## config.mk

```make
export PLATFORM = sky130hd
export DESIGN_NAME = dadda_seq_mul
export DESIGN_NICKNAME = d
export VERILOG_FILES = /design/src/rtl/mul_seq_pkg.sv /design/src/rtl/daddamul.sv /design/src/rtl/dadda_seq_mul.sv
export SDC_FILE = /design/constraint.sdc
export NUM_CORES = 1
export LEC_CHECK = 0
export ABC_CLOCK_PERIOD_IN_PS = 5980
export CELL_PAD_IN_SITES_DETAIL_PLACEMENT = 2
export CELL_PAD_IN_SITES_GLOBAL_PLACEMENT = 2
export CORE_UTILIZATION = 34
export DETAILED_ROUTE_END_ITERATION = 16
export PLACE_DENSITY = 0.86
export SETUP_SLACK_MARGIN = 0.05
export SLEW_MARGIN = 30
export SYNTH_ARGS = -nofsm -noshare
export SYNTH_HDL_FRONTEND = slang
export SYNTH_SLANG_ARGS = --single-unit
export TNS_END_PERCENT = 5
```

## constraint.sdc

```tcl
create_clock -name clk -period 5.98 [get_ports clk]
set_input_delay 1.794 -clock clk [delete_from_list [all_inputs] [get_ports clk]]
set_output_delay 1.794 -clock clk [all_outputs]
set_load 0.02 [all_outputs]
```

## src/rtl/mul_seq_pkg.sv

```systemverilog
// Shared definitions for the iterative nibble-serial multiplier.
// Contents:
//   NIB_W   - width of the slice handled by the 4x4 core
//   state_e - controller states (IDLE, BUSY, DONE)
//   steps() - number of core uses needed for a W x W multiply
package mul_seq_pkg;

  localparam int NIB_W = 4;

  typedef enum logic [1:0] {
    IDLE = 2'd0,
    BUSY = 2'd1,
    DONE = 2'd2
  } state_e;

  function automatic int steps(input int w);
    return (w / NIB_W) * (w / NIB_W);
  endfunction

endpackage

```

## src/rtl/daddamul.sv

```systemverilog
// 4x4 unsigned Dadda multiplier, purely combinational.
// Ports:
//   a [3:0] - multiplicand
//   b [3:0] - multiplier
//   p [7:0] - product a*b
// Reduction runs in two Dadda stages (height 4 -> 3 -> 2), followed by
// one 8-bit carry-propagate add of the two remaining rows.
module daddamul (
  input  logic [3:0] a,
  input  logic [3:0] b,
  output logic [7:0] p
);

  // The return value packs {carry, sum}.
  function automatic logic [1:0] ha(input logic x, input logic y);
    return {x & y, x ^ y};
  endfunction

  function automatic logic [1:0] fa(input logic x, input logic y, input logic z);
    return {(x & y) | (z & (x ^ y)), x ^ y ^ z};
  endfunction

  logic [3:0] pp [4];

  always_comb begin
    for (int i = 0; i < 4; i++) begin
      for (int j = 0; j < 4; j++) begin
        pp[i][j] = a[i] & b[j];
      end
    end
  end

  // Stage 1: trim columns 3 and 4 down to height 3.
  logic s3a, c4a, s4a, c5a;
  assign {c4a, s3a} = ha(pp[3][0], pp[2][1]);
  assign {c5a, s4a} = ha(pp[3][1], pp[2][2]);

  // Stage 2: trim every column down to height 2.
  logic s2, c3b, s3, c4b, s4, c5b, s5, c6;
  assign {c3b, s2} = ha(pp[2][0], pp[1][1]);
  assign {c4b, s3} = fa(s3a, pp[1][2], pp[0][3]);
  assign {c5b, s4} = fa(s4a, pp[1][3], c4a);
  assign {c6,  s5} = fa(pp[3][2], pp[2][3], c5a);

  logic [7:0] row0, row1;
  assign row0 = {1'b0, pp[3][3], s5, s4, s3, s2, pp[1][0], pp[0][0]};
  assign row1 = {1'b0, c6, c5b, c4b, c3b, pp[0][2], pp[0][1], 1'b0};
  assign p    = row0 + row1;

endmodule

```

## src/rtl/dadda_seq_mul.sv

```systemverilog
// Iterative W x W unsigned multiplier that reuses a single 4x4 Dadda core.
// One nibble pair is multiplied per cycle. The 8-bit partial product is
// shifted into place and added into a 2W-bit accumulator.
// Ports:
//   clk, rst_n          - clock, asynchronous active-low reset
//   in_valid / in_ready - operand handshake (accepted only in IDLE)
//   in_a, in_b [W-1:0]  - unsigned operands
//   out_valid/out_ready - result handshake (result held while stalled)
//   out_p [2W-1:0]      - product
//   busy                - high while a job is in flight or waiting to drain
module dadda_seq_mul
  import mul_seq_pkg::*;
#(
  parameter int W = 8
) (
  input  logic           clk,
  input  logic           rst_n,
  input  logic           in_valid,
  output logic           in_ready,
  input  logic [W-1:0]   in_a,
  input  logic [W-1:0]   in_b,
  output logic           out_valid,
  input  logic           out_ready,
  output logic [2*W-1:0] out_p,
  output logic           busy
);

  localparam int NIB   = W / NIB_W;
  localparam int STEPS = steps(W);
  localparam int CW    = (STEPS > 1) ? $clog2(STEPS) : 1;
  localparam int PW    = 2 * W;

  if (W != 4 && W != 8 && W != 12 && W != 16) begin : g_bad_width
    $error("dadda_seq_mul: W must be 4, 8, 12 or 16");
  end

  state_e        state_q, state_d;
  logic [W-1:0]  a_q, a_d, b_q, b_d;
  logic [PW-1:0] acc_q, acc_d;
  logic [CW-1:0] cnt_q, cnt_d;

  logic [3:0]    core_a, core_b;
  logic [7:0]    core_p;
  logic [PW-1:0] pp_shifted;
  int unsigned   i_idx, j_idx;

  // The counter walks the multiplicand nibbles fastest, then steps the
  // multiplier nibble. Shifts select the nibbles so that every width
  // uses the same datapath without variable-index part selects.
  always_comb begin
    i_idx      = 32'(cnt_q) % NIB;
    j_idx      = 32'(cnt_q) / NIB;
    core_a     = 4'(a_q >> (NIB_W * i_idx));
    core_b     = 4'(b_q >> (NIB_W * j_idx));
    pp_shifted = PW'(core_p) << (NIB_W * (i_idx + j_idx));
  end

  daddamul u_core (
    .a (core_a),
    .b (core_b),
    .p (core_p)
  );

  // The accumulator never wraps because partial sums stay below the final
  // product, and that product fits in 2W bits.
  always_comb begin
    state_d = state_q;
    a_d     = a_q;
    b_d     = b_q;
    acc_d   = acc_q;
    cnt_d   = cnt_q;
    case (state_q)
      IDLE: begin
        if (in_valid) begin
          a_d     = in_a;
          b_d     = in_b;
          acc_d   = '0;
          cnt_d   = '0;
          state_d = BUSY;
        end
      end
      BUSY: begin
        acc_d = acc_q + pp_shifted;
        if (cnt_q == CW'(STEPS - 1)) begin
          cnt_d   = '0;
          state_d = DONE;
        end else begin
          cnt_d = cnt_q + CW'(1);
        end
      end
      DONE: begin
        if (out_ready) begin
          state_d = IDLE;
        end
      end
      default: state_d = IDLE;
    endcase
  end

  always_ff @(posedge clk or negedge rst_n) begin
    if (!rst_n) begin
      state_q <= IDLE;
      a_q     <= '0;
      b_q     <= '0;
      acc_q   <= '0;
      cnt_q   <= '0;
    end else begin
      state_q <= state_d;
      a_q     <= a_d;
      b_q     <= b_d;
      acc_q   <= acc_d;
      cnt_q   <= cnt_d;
    end
  end

  assign in_ready  = (state_q == IDLE);
  assign out_valid = (state_q == DONE);
  assign busy      = (state_q != IDLE);
  assign out_p     = acc_q;

endmodule

```

Word-level counts from Yosys, hierarchy flattened --
Index checks and enable logic that the tools add are counted. W data, S select, Z words.
Word-level totals: logic and storage cells 70, bits of input ports 20, register bits 36, output and inout bits 19
Cells by class: shift operators 3, bitwise gates (word level) 37, reduce and logical (&&, ||, !) cells 6, muxes and demuxes 9, equal/unequal tests 6, add/subtract/negate cells 4
Operator list (count):
- $pmux W16 S2 | 1
- $and A1 B1 Y1 | 25
- $add A16 B16 Y16 | 1
- $mux W16 | 1
- $shl A8 B4 Y16 | 1
- $shr A8 B3 Y4 | 2
- $mux W2 | 5
- $xor A1 B1 Y1 | 9
- $add A7 B7 Y8 | 1
- $pmux W2 S3 | 1
- $eq A2 B2 Y1 const B | 2
- $ne A2 B2 Y1 const B | 2
- $pmux W2 S2 | 1
- $reduce_and A2 Y1 | 2
- $reduce_bool A2 Y1 | 2
- $or A1 B1 Y1 | 3
- $reduce_and A3 Y1 | 1
- $add A1 B1 Y2 | 1
- $add A2 B1 Y2 const B | 1
- $eq A2 B1 Y1 const B | 1
- $logic_not A2 Y1 | 1
- $ne A2 B1 Y1 const B | 1

Longest topological paths before layout --
depth after elaboration 10, depth in mapped cells 22, gate-level depth less buffers 21

Cells and area by module --
From an unflattened synthesis, not the netlist that was laid out.
Second synthesis, totals: cells, all modules 310, area, all modules 2907.8 um^2
By module, submodules not included:
- dadda_seq_mul | times used 1, cells an instance 253, area each 2454.9 um^2, seq. area each 900.9 um^2
- daddamul | times used 1, cells an instance 57, area each 452.9 um^2, seq. area each 0.0 um^2

Worst setup path after synthesis --
OpenSTA, ideal clock, no wires.
kind flip-flop to flip-flop, from register cnt_q[0], to register acc_q[15] (netlist: out_p[15]), buffers on the path 1, required time 5852 ps, stages on the path, launching flop included 22, period minus slack after synthesis 4538 ps, path slack 1442 ps, data arrival time 4410 ps, library setup time 128 ps, path through dfrtp_1 clkbuf_1 mux2i_1 nor2_1 ha_1 inv_1 fa_1 inv_1 ha_1 a21oi_1 o21ai_1 a21oi_1 xor2_1 mux2i_1 and2_1 ha_1 a211o_1 o2111ai_2 nand4_1 a21oi_2 nand4b_1 o211ai_2
Between the ends: cells in the longest elaborated chain, start to end 10, elaborated cells on any way between the ends 43, those cells by class add/sub (3); shift (2); mux (1); bitwise (37)
RTL lines:
- start, declared | RTL line dadda_seq_mul.sv:40 | logic [CW-1:0] cnt_q, cnt_d;
- start signal, assigned | RTL line dadda_seq_mul.sv:112 | cnt_q <= cnt_d;
- $shr A8 B3 Y4 | RTL line dadda_seq_mul.sv:53 | core_a = 4'(a_q >> (NIB_W * i_idx));
- $and A1 B1 Y1 | RTL line daddamul.sv:28 | pp[i][j] = a[i] & b[j];
- $xor A1 B1 Y1 | RTL line daddamul.sv:16 | return {x & y, x ^ y};
- $xor A1 B1 Y1 | RTL line daddamul.sv:20 | return {(x & y) | (z & (x ^ y)), x ^ y ^ z};
- $and A1 B1 Y1 | RTL line daddamul.sv:20
- $or A1 B1 Y1 | RTL line daddamul.sv:20
- $add A7 B7 Y8 | RTL line daddamul.sv:48 | assign p = row0 + row1;
- $shl A8 B4 Y16 (*) | RTL line dadda_seq_mul.sv:55 | pp_shifted = PW'(core_p) << (NIB_W * (i_idx + j_idx));
- $add A16 B16 Y16 (*) | RTL line dadda_seq_mul.sv:83 | acc_d = acc_q + pp_shifted;
- $pmux W16 S2 (*) | RTL line dadda_seq_mul.sv:72 | case (state_q)
- end signal, assigned | RTL line dadda_seq_mul.sv:105 | acc_q <= '0;
- end signal, assigned | RTL line dadda_seq_mul.sv:111 | acc_q <= acc_d;
- end, declared | RTL line dadda_seq_mul.sv:39 | logic [PW-1:0] acc_q, acc_d;
Mark *: on every way between the ends. The rest lies on a longest branch, timed or not. A chain may end at the register's enable or synchronous reset.

Final worst setup path --
Ends and elaborated chain as after synthesis.

==> metrics.txt <==
status completed; post-synth top area share about a third; max incr delay on CP about 0.57 ns; largest net degree at the start of global routing 37; RSZ-0062 raised after global routing no; CTS Buffer Depth 2; Post-synth EDFFs 0; Synth-to-Final Area Change 19.7%; hold depth 1; worst-path maximum fanout 8; arrival time at the worst endpoint 5.36 ns; insertion delay to the later sink of the worst-skew pair about 0.31 ns; Top Family by Delay on Critical Path compound AO/OA/AOI/OAI gates; GRT Util Overall about a fifth; core area 7810 µm²; initial antenna violation count 0; largest family of logic cells by synthesized area compound AO/OA/AOI/OAI gates; DR iter-0 viols 48; ys flop type dfrtp_1; multiplexer share of the synthesized area 10.9%; HPWL Detailed about 6.4 mm; Post-CTS Setup Inserts 0; Final ANT Viol Nets 0; Max Cap Violations 0; share of the yosys chip area belonging to registers about a third; minimum clock period between 5 and 6 ns; Cells after DPL around 430; fmax ~190 MHz; Setup Crit Path Kind flip-flop to flip-flop; R2R cell count 20; IO buf count 38; setup TNS 0 ns; routability congestion estimate 0.856; average size of a mapped cell ~9.4 µm²; Cell Rows 32; Synth Area in XOR/XNOR about 4.7%; Post-Synth Adder-Cell Area about 15%; CP Capture Type flip-flop; Ports 39; critical path depth in cells 20; share of synthesized registers carrying an async set or reset 100%; CP cell instances mux2i_1 > nor2_1 > ha_1 > inv_1 > fa_1 > inv_1 > ha_1 > a21oi_1 > o21ai_1 > a21oi_1 > xor2_1 > mux2i_1 > and2_1 > ha_1 > a211o_1 > o2111ai_2 > nand4_1 > a21oi_2 > nand4b_1 > o211ai_2; setup ws final between 0.8 and 0.9 ns; Netlist cell types 52; Worst-path clk slew about 0.080 ns; top post-synthesis cells by area dfrtp_1 32%, ha_1 11%, mux2_2 7.7%; share of cells above drive strength 1 approximately 14%; Fin Clk Skew roughly 0.0076 ns; Post-Synth Simple-Gate Area 13.7%; Crit path buffers/inverters 2; Routed Wire Length ~8.3 mm; first-pass GRT wire length ~13 mm; Setup WS pre-CTS ~1.0 ns; post-cts resize count 0; DR pass1 iterations 4; most used cell, CP ha_1; Final #Nets between 300 and 400; DRC viols 0; synth warn 0; Sink Count 36; Vias/cell around 5.5; Initial Util a little over a third; fill cell count 851; cell taking the most area after synthesis dfrtp_1; Startpoint Class flip-flop; flop2flop setup slack around 0.8 ns; final slew viol count 0; n_diodes 0; vias in the first global route roughly 2700; CTS buffer count 5; DIE AREA around 8500 µm²; Final Hold Viols 0; syn_nets between 300 and 400; Crit path required time just over 6 ns; global route overflow 0; #FFs+latches synth 36; Worst-Margin Slew roughly 0.86 ns; CTS tree built; Cell Area, Synth about 2800 µm²; compound-gate portion of the synthesized area a little under a fifth; Die X slightly above 90 µm; Synth Instances just under 300; CP max-delay cell dfrtp_1; wire length per cell roughly 19 µm; Die Ht between 90 and 100 µm; Final Cycle Share between 80 and 90%; Max-slew headroom between 40% and 50%; htree depth 2; final setup violation count 0; Hold WC Path Type flip-flop to flip-flop; Non-Filler Instances 435; cts hold-fix bufs 0; via count 2372; root buffer cell clkbuf_8
synthesized netlist by cell type (2+ instances only):
master and instances:
a211oi_1 3, a211oi_2 2, a21o_1 6, a21oi_1 12
a41oi_2 2, and2_1 3, buf_2 3, clkbuf_1 5
dfrtp_1 36, fa_1 5, ha_1 25, inv_1 22
mux2_2 19, mux2i_1 9, nand2_1 30, nand2b_1 3
nand3_1 2, nand4_1 2, nor2_1 22, nor2b_1 3
nor3_1 4, o211ai_2 2, o21ai_0 16, o21ai_1 9
o22ai_1 7, or2_2 4, or3_1 2, xnor2_1 6
xor2_1 9
logic make-up after synthesis:
family	Yosys count
AOI/OAI and AO/OA	74
xor gates and xnor gates	15
adders and majority gates	30
buffers and inverters	32
DFF	36
muxes	28
and+or+nand+nor	81
stage by stage:
stage,hold WS (ns),utilization [%],cell area [µm²]
after floorplan,0.475,-,2780
after global placement,0.500,41.5,3240
after detailed placement,0.497,41.5,3240
after CTS,0.515,42.6,3330
after global routing,0.532,42.6,3330
final,0.511,42.6,3330
flip-flops by register name, summed over array words and instances, names as in the netlist:
signal / flops
a_q: 8
b_q: 8
cnt_q: 2
out_p: 16
state_q: 2
placed cells by master (no fill, tap or decap), types with 3 or more instances in the layout:
cell type,count
nand2_1,30
o22ai_1,7
clkdlybuf4s50_1,37
nor2b_1,3
a211oi_1,3
nor2_1,22
mux2_2,19
or2_2,4
o21ai_1,9
nand2b_1,3
o21ai_0,16
a21o_1,6
fa_1,5
clkbuf_8,5
ha_1,25
xor2_1,9
mux2i_1,9
dfrtp_1,36
nor3_1,4
and2_1,3
a21oi_1,12
inv_1,22
xnor2_1,6
layer usage:
layer / up-vias / track usage, % / share of wire (%)
met5: - / 0 / 0
met4: 0 / 8.20 / 3.2
met3: 20 / 3.04 / 2.2
met2: 44 / 36.2 / 51
met1: 1198 / 24.6 / 44
li1: 1110 / - / -
worst paths after layout:
kind,start,endpoint
worst min register to register,b_q[3],b_q[3]
worst min-delay path,b_q[3],b_q[3]
min in group asynchronous,rst_n,out_p[7]
worst max register to register,cnt_q[0],out_p[15]
worst max-delay path,cnt_q[0],out_p[15]
max in group asynchronous,rst_n,a_q[7]
layout make-up:
class / count / area [µm²] / share of cell area [%]
multi-input combinational: 228 / 1750 / 52.5
sequential: 36 / 901 / 27.1
timing repair buffer: 39 / 383 / 11.5
tap: 102 / 128 / 3.84
inverter: 22 / 82.6 / 2.48
clock buffer: 5 / 68.8 / 2.07
clock inverter: 3 / 18.8 / 0.564
Power is not shown: default switching activity piles up to over one toggle a cycle in this logic, so the estimate is an artifact.
